==> config.mk <==
export PLATFORM = sky130hd
export DESIGN_NAME = ntt_bram_arbiter
export DESIGN_NICKNAME = d
export VERILOG_FILES = /design/src/rtl/ntt_bram_arbiter_pkg.sv /design/src/rtl/ntt_start_edge.sv /design/src/rtl/ntt_bram_arbiter.sv
export SDC_FILE = /design/constraint.sdc
export NUM_CORES = 1
export LEC_CHECK = 0
export CORE_MARGIN = 2
export CORE_UTILIZATION = 30
export CTS_CLUSTER_SIZE = 16
export DETAILED_ROUTE_END_ITERATION = 6
export PLACE_DENSITY = 0.8
export SLEW_MARGIN = 20
export SYNTH_ARGS = -nofsm -noshare
export SYNTH_HDL_FRONTEND = slang
export SYNTH_HIERARCHICAL = 1
export SYNTH_SLANG_ARGS = --single-unit
==> constraint.sdc <==
create_clock -name s00_axi_aclk -period 1.75 [get_ports s00_axi_aclk]
set_input_delay 0.2625 -clock s00_axi_aclk [delete_from_list [all_inputs] [get_ports s00_axi_aclk]]
set_output_delay 0.2625 -clock s00_axi_aclk [all_outputs]
set_load 0.05 [all_outputs]
==> src/rtl/ntt_bram_arbiter_pkg.sv <==
// rtl/ntt_bram_arbiter_pkg.sv - shared NTT types and constants for the BRAM arbiter
package ntt_bram_arbiter_pkg;

    localparam int NTT_N = 256;
    localparam int NTT_Q = 3329;

    typedef enum logic [1:0] {
        ST_IDLE   = 2'd0,
        ST_LAUNCH = 2'd1,
        ST_RUN    = 2'd2,
        ST_FINISH = 2'd3
    } arb_state_e;

endpackage

==> src/rtl/ntt_start_edge.sv <==
// rtl/ntt_start_edge.sv - registered rising-edge detector for the start control bit
module ntt_start_edge (
    input  logic clk_i,
    input  logic rst_ni,
    input  logic sig_i,
    output logic rise_o
);

    logic sig_q;
    logic armed_q;

    always_ff @(posedge clk_i) begin
        if (!rst_ni) begin
            sig_q   <= 1'b0;
            armed_q <= 1'b0;
        end else begin
            sig_q   <= sig_i;
            armed_q <= 1'b1;
        end
    end

    // The first post-reset cycle only loads sig_q, so a level held across reset is not an edge.
    assign rise_o = armed_q & sig_i & ~sig_q;

endmodule

==> src/rtl/ntt_bram_arbiter.sv <==
// rtl/ntt_bram_arbiter.sv - host/engine BRAM arbiter with launch FSM; NTT_ARB_VIOL_CNT_EN adds viol_cnt_o
module ntt_bram_arbiter
    import ntt_bram_arbiter_pkg::*;
#(
    parameter int ADDR_W = 8,
    parameter int DATA_W = 12
) (
    input  logic              s00_axi_aclk,
    input  logic              s00_axi_aresetn,
    input  logic              start_i,
    input  logic              mode_i,
    input  logic              host_en_i,
    input  logic              host_we_i,
    input  logic [ADDR_W-1:0] host_addr_i,
    input  logic [DATA_W-1:0] host_din_i,
    output logic [DATA_W-1:0] host_dout_o,
    output logic              host_ready_o,
    output logic              eng_start_o,
    output logic              eng_mode_o,
    input  logic              eng_req_i,
    input  logic              eng_we_i,
    input  logic [ADDR_W-1:0] eng_addr_i,
    input  logic [DATA_W-1:0] eng_din_i,
    output logic [DATA_W-1:0] eng_dout_o,
    input  logic              eng_done_i,
    output logic              bram_en_o,
    output logic              bram_we_o,
    output logic [ADDR_W-1:0] bram_addr_o,
    output logic [DATA_W-1:0] bram_din_o,
    input  logic [DATA_W-1:0] bram_dout_i,
    output logic              busy_o,
    output logic              done_o,
    output logic              irq_o,
    output logic              error_o
`ifdef NTT_ARB_VIOL_CNT_EN
    ,
    output logic [7:0]        viol_cnt_o
`endif
);

    arb_state_e        state_q;
    logic              start_rise;
    logic              host_rd_q;
    logic [DATA_W-1:0] host_dout_q;
    logic              eng_start_q;
    logic              eng_mode_q;
    logic              busy_q;
    logic              done_q;
    logic              irq_q;
    logic              error_q;
    logic              host_viol;
    logic              start_viol;

    ntt_start_edge u_start_edge (
        .clk_i  (s00_axi_aclk),
        .rst_ni (s00_axi_aresetn),
        .sig_i  (start_i),
        .rise_o (start_rise)
    );

    assign host_ready_o = (state_q == ST_IDLE);
    assign host_viol    = host_en_i & ~host_ready_o;
    assign start_viol   = start_rise & busy_q;
    assign eng_dout_o   = bram_dout_i;

    always_comb begin
        bram_en_o   = 1'b0;
        bram_we_o   = 1'b0;
        bram_addr_o = '0;
        bram_din_o  = '0;
        if (state_q == ST_IDLE) begin
            bram_en_o   = host_en_i;
            bram_we_o   = host_en_i & host_we_i;
            bram_addr_o = host_addr_i;
            bram_din_o  = host_din_i;
        end else if (state_q == ST_RUN) begin
            bram_en_o   = eng_req_i;
            bram_we_o   = eng_req_i & eng_we_i;
            bram_addr_o = eng_addr_i;
            bram_din_o  = eng_din_i;
        end
    end

    always_ff @(posedge s00_axi_aclk) begin
        if (!s00_axi_aresetn) begin
            state_q     <= ST_IDLE;
            host_rd_q   <= 1'b0;
            host_dout_q <= '0;
            eng_start_q <= 1'b0;
            eng_mode_q  <= 1'b0;
            busy_q      <= 1'b0;
            done_q      <= 1'b0;
            irq_q       <= 1'b0;
            error_q     <= 1'b0;
        end else begin
            host_rd_q   <= host_ready_o & host_en_i & ~host_we_i;
            if (host_rd_q) begin
                host_dout_q <= bram_dout_i;
            end
            eng_start_q <= 1'b0;
            irq_q       <= 1'b0;
            if (host_viol || start_viol) begin
                error_q <= 1'b1;
            end
            case (state_q)
                ST_IDLE: begin
                    if (start_rise) begin
                        state_q     <= ST_LAUNCH;
                        eng_start_q <= 1'b1;
                        eng_mode_q  <= mode_i;
                        busy_q      <= 1'b1;
                        done_q      <= 1'b0;
                        error_q     <= 1'b0;
                    end
                end
                ST_LAUNCH: state_q <= ST_RUN;
                ST_RUN: begin
                    if (eng_done_i) begin
                        state_q <= ST_FINISH;
                        irq_q   <= 1'b1;
                        done_q  <= 1'b1;
                    end
                end
                ST_FINISH: begin
                    state_q <= ST_IDLE;
                    busy_q  <= 1'b0;
                end
                default: state_q <= ST_IDLE;
            endcase
        end
    end

    assign host_dout_o = host_dout_q;
    assign eng_start_o = eng_start_q;
    assign eng_mode_o  = eng_mode_q;
    assign busy_o      = busy_q;
    assign done_o      = done_q;
    assign irq_o       = irq_q;
    assign error_o     = error_q;

`ifdef NTT_ARB_VIOL_CNT_EN
    logic [7:0] viol_cnt_q;
    logic [8:0] viol_sum;

    assign viol_sum = {1'b0, viol_cnt_q} + {8'd0, host_viol} + {8'd0, start_viol};

    always_ff @(posedge s00_axi_aclk) begin
        if (!s00_axi_aresetn) begin
            viol_cnt_q <= 8'd0;
        end else begin
            viol_cnt_q <= viol_sum[8] ? 8'hFF : viol_sum[7:0];
        end
    end

    assign viol_cnt_o = viol_cnt_q;
`endif

endmodule

## Word level (Yosys, flattened, before mapping)

Index checks and enable logic that the tools add are counted.

- Output and inout bits: 53
- Bits in latches: 0
- Input port bits: 61
- Bits in writable memories: 0
- Bits in read-only memories: 0
- Logic and storage cells: 59
- Memories: 0
- Bits in registers: 23

- Bitwise logic cells: 11
- Add/subtract/negate cells: 0
- $lt $le $gt $ge: 0
- Reduce and logical (&&, ||, !) cells: 10
- Equal/unequal tests: 5
- Multiply operators: 0
- Multiplexer cells: 22
- Shift operators: 0
- Div/mod/pow operators: 0

Operator list:

| kind | count |
|---|---|
| 2-to-1 mux 12 bit | 2 |
| 2-to-1 mux 8 bit | 2 |
| 2-to-1 mux 1 bit | 13 |
| AND reduction 2 bit | 5 |
| AND 1 bit | 8 |
| one-hot mux 2 bit (4 select lines) | 1 |
| equality test 2 bit, second input constant | 2 |
| 2-to-1 mux 2 bit | 2 |
| one-hot mux 1 bit (2 select lines) | 2 |
| nonzero test 2 bit | 2 |
| NOT 1 bit | 3 |
| AND reduction 3 bit | 1 |
| equality test 2 x 1 -> 1 bit, second input constant | 1 |
| zero test 2 bit | 1 |
| inequality test 2 x 1 -> 1 bit, second input constant | 1 |
| inequality test 2 bit, second input constant | 1 |
| logical OR 1 bit | 1 |

## Logic depth before layout (Yosys ltp)

- Depth in word-level cells: 7
- Depth in mapped cells: 6

## Modules after synthesis

Netlist, hierarchy kept.

By module, submodules not included:

| module | area an instance (um^2) | seq. area each (um^2) | times used | cells an instance |
|---|---|---|---|---|
| ntt_bram_arbiter | 1,152.4 | 420.4 | 1 | 121 |
| ntt_start_edge | 55.1 | 40.0 | 1 | 4 |

## Least setup slack after synthesis

No wires, ideal clock.

- Path type: flip-flop to output port
- Start point: register state_q[0]
- End point: output bram_en_o
- Arrival time: 2.190 ns
- Path buffers: 1
- Stages on the path, launching flop included: 5
- Required time: 1.487 ns
- Slack: -0.703 ns
- Cells stage by stage: dfxtp_1 > inv_1 > ha_1 > clkbuf_1 > o21ai_0

- Elaborated cells on any way between the ends: 4

RTL lines:

| element | RTL line | source |
|---|---|---|
| from (decl) | ntt_bram_arbiter.sv:41 | `arb_state_e state_q;` |
| from (signal assigned) | ntt_bram_arbiter.sv:86 | `state_q <= ST_IDLE;` |
| from (signal assigned) | ntt_bram_arbiter.sv:108 | `state_q <= ST_LAUNCH;` |
| from (signal assigned) | ntt_bram_arbiter.sv:116 | `ST_LAUNCH: state_q <= ST_RUN;` |
| zero test 2 bit | -- |  |
| net host_ready_o | ntt_bram_arbiter.sv:17 | `output logic host_ready_o,` |
| 2-to-1 mux 1 bit | ntt_bram_arbiter.sv:71 | `if (state_q == ST_IDLE) begin` |
| to (decl) | ntt_bram_arbiter.sv:26 | `output logic bram_en_o,` |

The timed path passes the listed nets, and every way through them passes these cells.

## Worst setup path in the final report

- Start point: register state_q[0]
- End point: output bram_addr_o[1]

- Longest elaborated chain between the ends: 3
- Elaborated cells on any way between the ends: 4

RTL lines:

| element | RTL line | source |
|---|---|---|
| equality test 2 bit | ntt_bram_arbiter.sv:76 | `end else if (state_q == ST_RUN) begin` |
| 2-to-1 mux 8 bit | ntt_bram_arbiter.sv:76 |  |
| 2-to-1 mux 8 bit * | ntt_bram_arbiter.sv:71 |  |
| to (decl) | ntt_bram_arbiter.sv:28 | `output logic [ADDR_W-1:0] bram_addr_o,` |

Mark *: on every way between the ends. The rest lies on a longest branch, timed or not.

==> impl_metrics.csv <==
group,metric,value,unit
pwr,comb_power_share,78.1,%
clocking,postCtsHoldBufs,0,
clocking,cts_made_buffers,3,
final_layout,largest_reg_flops,12,
grt,grt_pass1_wl,6330,um
critical_path,r2r_end,"state_q[1]",
pwr,clockPowerShare,7.6,%
timing,tightest_slew,0.507,ns
timing,setup_ws,-0.0422,ns
pwr,peakVddDrop,0.890,mV
timing,setup_violations,14,
final_layout,n_antenna_cell,0,
clocking,cts_max_level,1,
placement,io_buffers,113,
die,die_w,67.4,um
drt,route.detailed.drc,0,
critical_path,setup.worst_path.start_class,"flop",
synth,synth_area_per_cell,9.66,um2
clocking,path_clk_slew,0.09,ns
timing,hold_ws,0.472,ns
drt,routed-via-count,1365,
placement,dp_hpwl,3270,um
critical_path,worstPathRequired,1.49,ns
timing,min_period,1.79,ns
pwr,power.share.switching,45.3,%
final_layout,syn_to_final_growth,139,%
grt,grt_pass1_vias,1418,
critical_path,cp-end-kind,"output pin",
final_layout,drive_above_1_share,35.6,%
final_layout,final_cell_count_no_fill,286,
placement,numPlacedInstances,276,
grt,grt_max_degree,26,
critical_path,crit_type,"flop to output pin",
die,dieArea,0.00455,mm2
synth,synth_edf_count,0,
placement,placed_area,0.00270,mm2
synth,yosysTopAreaCell,"dfxtp_1",
flow_run,drv_cap,0,
die,floorplan.initialDensity,30.6,%
drt,drtIter0Drc,23,
pwr,seq_power_share,14.4,%
synth,syn_inst,125,
synth,syn-num-nets,189,
clocking,clock_sinks,23,
clocking,clk_latency,0.27,ns
timing,period_share,102,%
pwr,power.internal,2.41,mW
pwr,switchingPower,2.00,mW
status,failed_checks,"negative setup slack",
worst_hold_path,min_path_type,"flop to flop",
timing,hold_violations,0,
clocking,tritoncts,"yes",
timing,relSlewSlack,66.1,%
synth,synth_area,0.00121,mm2
die,rows,23,
timing,rsz0062_at_grt,"yes",
clocking,cts-root-buf,"clkbuf_8",
timing,fin_skew,0.00678,ns
synth,synth_top_area_share,38.1,%
critical_path,path_max_fanout,5,
synth,ys_warn_count,6,
final_layout,n_fill_cell,253,
die,core_area,0.00394,mm2
placement,gp_congestion,0.834,
critical_path,endpoint,"bram_addr_o[1]",
grt,track_usage,18.8,%
synth,ys_top_cells_by_count,"dfxtp_1, a22o_1, buf_4, mux2i_1, nor2b_1",
critical_path,worstPathArrival,1.53,ns
final_layout,post-route-util,73.2,%
final_layout,layout.nets,301,
pwr,pwr_density_cell,1530,mW/mm2
synth,ys.flop_type,"dfxtp_1",
placement,dp_slack,0.130,ns
critical_path,r2r_slack,0.22,ns
die,die_y,67.4,um
status,status,"finished with violations",
critical_path,setup.worst_path.start,"state_q[0]",
timing,maxSlewViolCount,0,
critical_path,reg2reg_depth,7,
synth,synth_cell_types,25,
synth,async_flop_share,0,%
critical_path,rr_startpoint,"state_q[1]",
drt,wl_per_cell,15.3,um
timing,final.setup.tns,-0.446,ns
grt,antenna_found_initial,0,
pwr,leakagePower,1.16,nW
synth,postSynthRegisterBits,23,
drt,wl,4390,um
grt,grt_overflow,0,
synth,synth_seq_area_share,38.1,%
pwr,p_total,4.41,mW
drt,routed_via_density,4.77,
timing,max_freq,0.558,GHz
synth,synthTopCellsByArea,"dfxtp_1, a22o_1, mux2i_1",
final_layout,postLayoutCellArea,0.00288,mm2
clocking,clk_path_buf_depth,2,
drt,firstDrtPassIters,4,
synth,synth_most_common_cell,"dfxtp_1",
drt,ant_nets,0,
die,ioPinCount,114,
## cells in the final DEF (no fill, tap or decap), drive strengths merged
| cell | synthesis | final |
|---|---|---|
| clkinvlp | 0 | 1 |
| and3b | 1 | 1 |
| and2 | 1 | 1 |
| o21a | 1 | 1 |
| nand3 | 4 | 4 |
| clkdlybuf4s50 | 0 | 73 |
| a21oi | 3 | 3 |
| mux2i | 13 | 13 |
| inv | 3 | 3 |
| nor3b | 1 | 1 |
| nor2 | 1 | 1 |
| clkbuf | 4 | 3 |
| and4b | 1 | 1 |
| a22o | 20 | 20 |
| ha | 3 | 3 |
| nand2b | 2 | 2 |
| a21boi | 3 | 3 |
| nand2 | 6 | 6 |
| dfxtp | 23 | 23 |
| and3 | 2 | 2 |
| o221a | 1 | 1 |
| o21ai | 3 | 3 |
| nor2b | 13 | 13 |
| buf | 16 | 54 |
## worst max-delay path, cell delays in order (launching register included)
cell	delay, ns
dfxtp_2	0.33
inv_2	0.09
ha_4	0.15
nor2b_4	0.21
buf_6	0.14
a22o_1	0.18
buf_12	0.15
## cell families after synthesis
family,count (synthesis),share of synthesized area [%]
multiplexers,13,10.8
AO/OA/AOI/OAI,31,20.7
AND/OR/NAND/NOR,32,15.3
flip-flops,23,38.1
adder cells (fa/ha/maj),3,3.11
buffers and inverters,23,11.9
## layer usage
metal,vias up,wire (um),GRT usage (%)
met2,71,2410,35.6
met4,0,102,8.93
met1,631,1560,19.2
met5,-,0,0
li1,655,-,-
met3,8,317,4.17
## power groups by stage
stage          clock network (mW)  logic [mW]  registers [mW]
2_1_floorplan                   0        1.56           0.755
3_3_place_gp                    0        3.14           0.628
3_5_place_dp                    0        3.18           0.634
4_1_cts                     0.344        3.41           0.630
5_1_grt                     0.366        3.57           0.641
6_report                    0.335        3.44           0.633
## timing repair
action / in CTS / in global routing
resized for setup: 21 / 2
pin swaps: 6 / 0
buffers inserted: 4 / 0
cloned: 2 / 0
setup endpoints to repair: 22 / 21
## area by class of cell
type	instances	area (um2)	share of cell area, %
inverters	3	13.8	0.477
well taps	50	62.6	2.17
flip-flops and latches	23	465	16.1
repair buffers	127	1590	55.0
clock buffers	3	41.3	1.43
multi-input cells	79	708	24.6
clock inverters	1	7.51	0.260
## how the worst min path moves through the flow
stage / endpoint / depth (start not counted) / from
global placement: eng_mode_o / 2 / eng_mode_o
floorplan: u_start_edge/armed_q / 0 / s00_axi_aresetn
CTS: eng_mode_o / 2 / eng_mode_o
finish: eng_mode_o / 2 / eng_mode_o
detailed placement: eng_mode_o / 2 / eng_mode_o
global route: eng_mode_o / 2 / eng_mode_o
(Power assumes the default switching activity.)
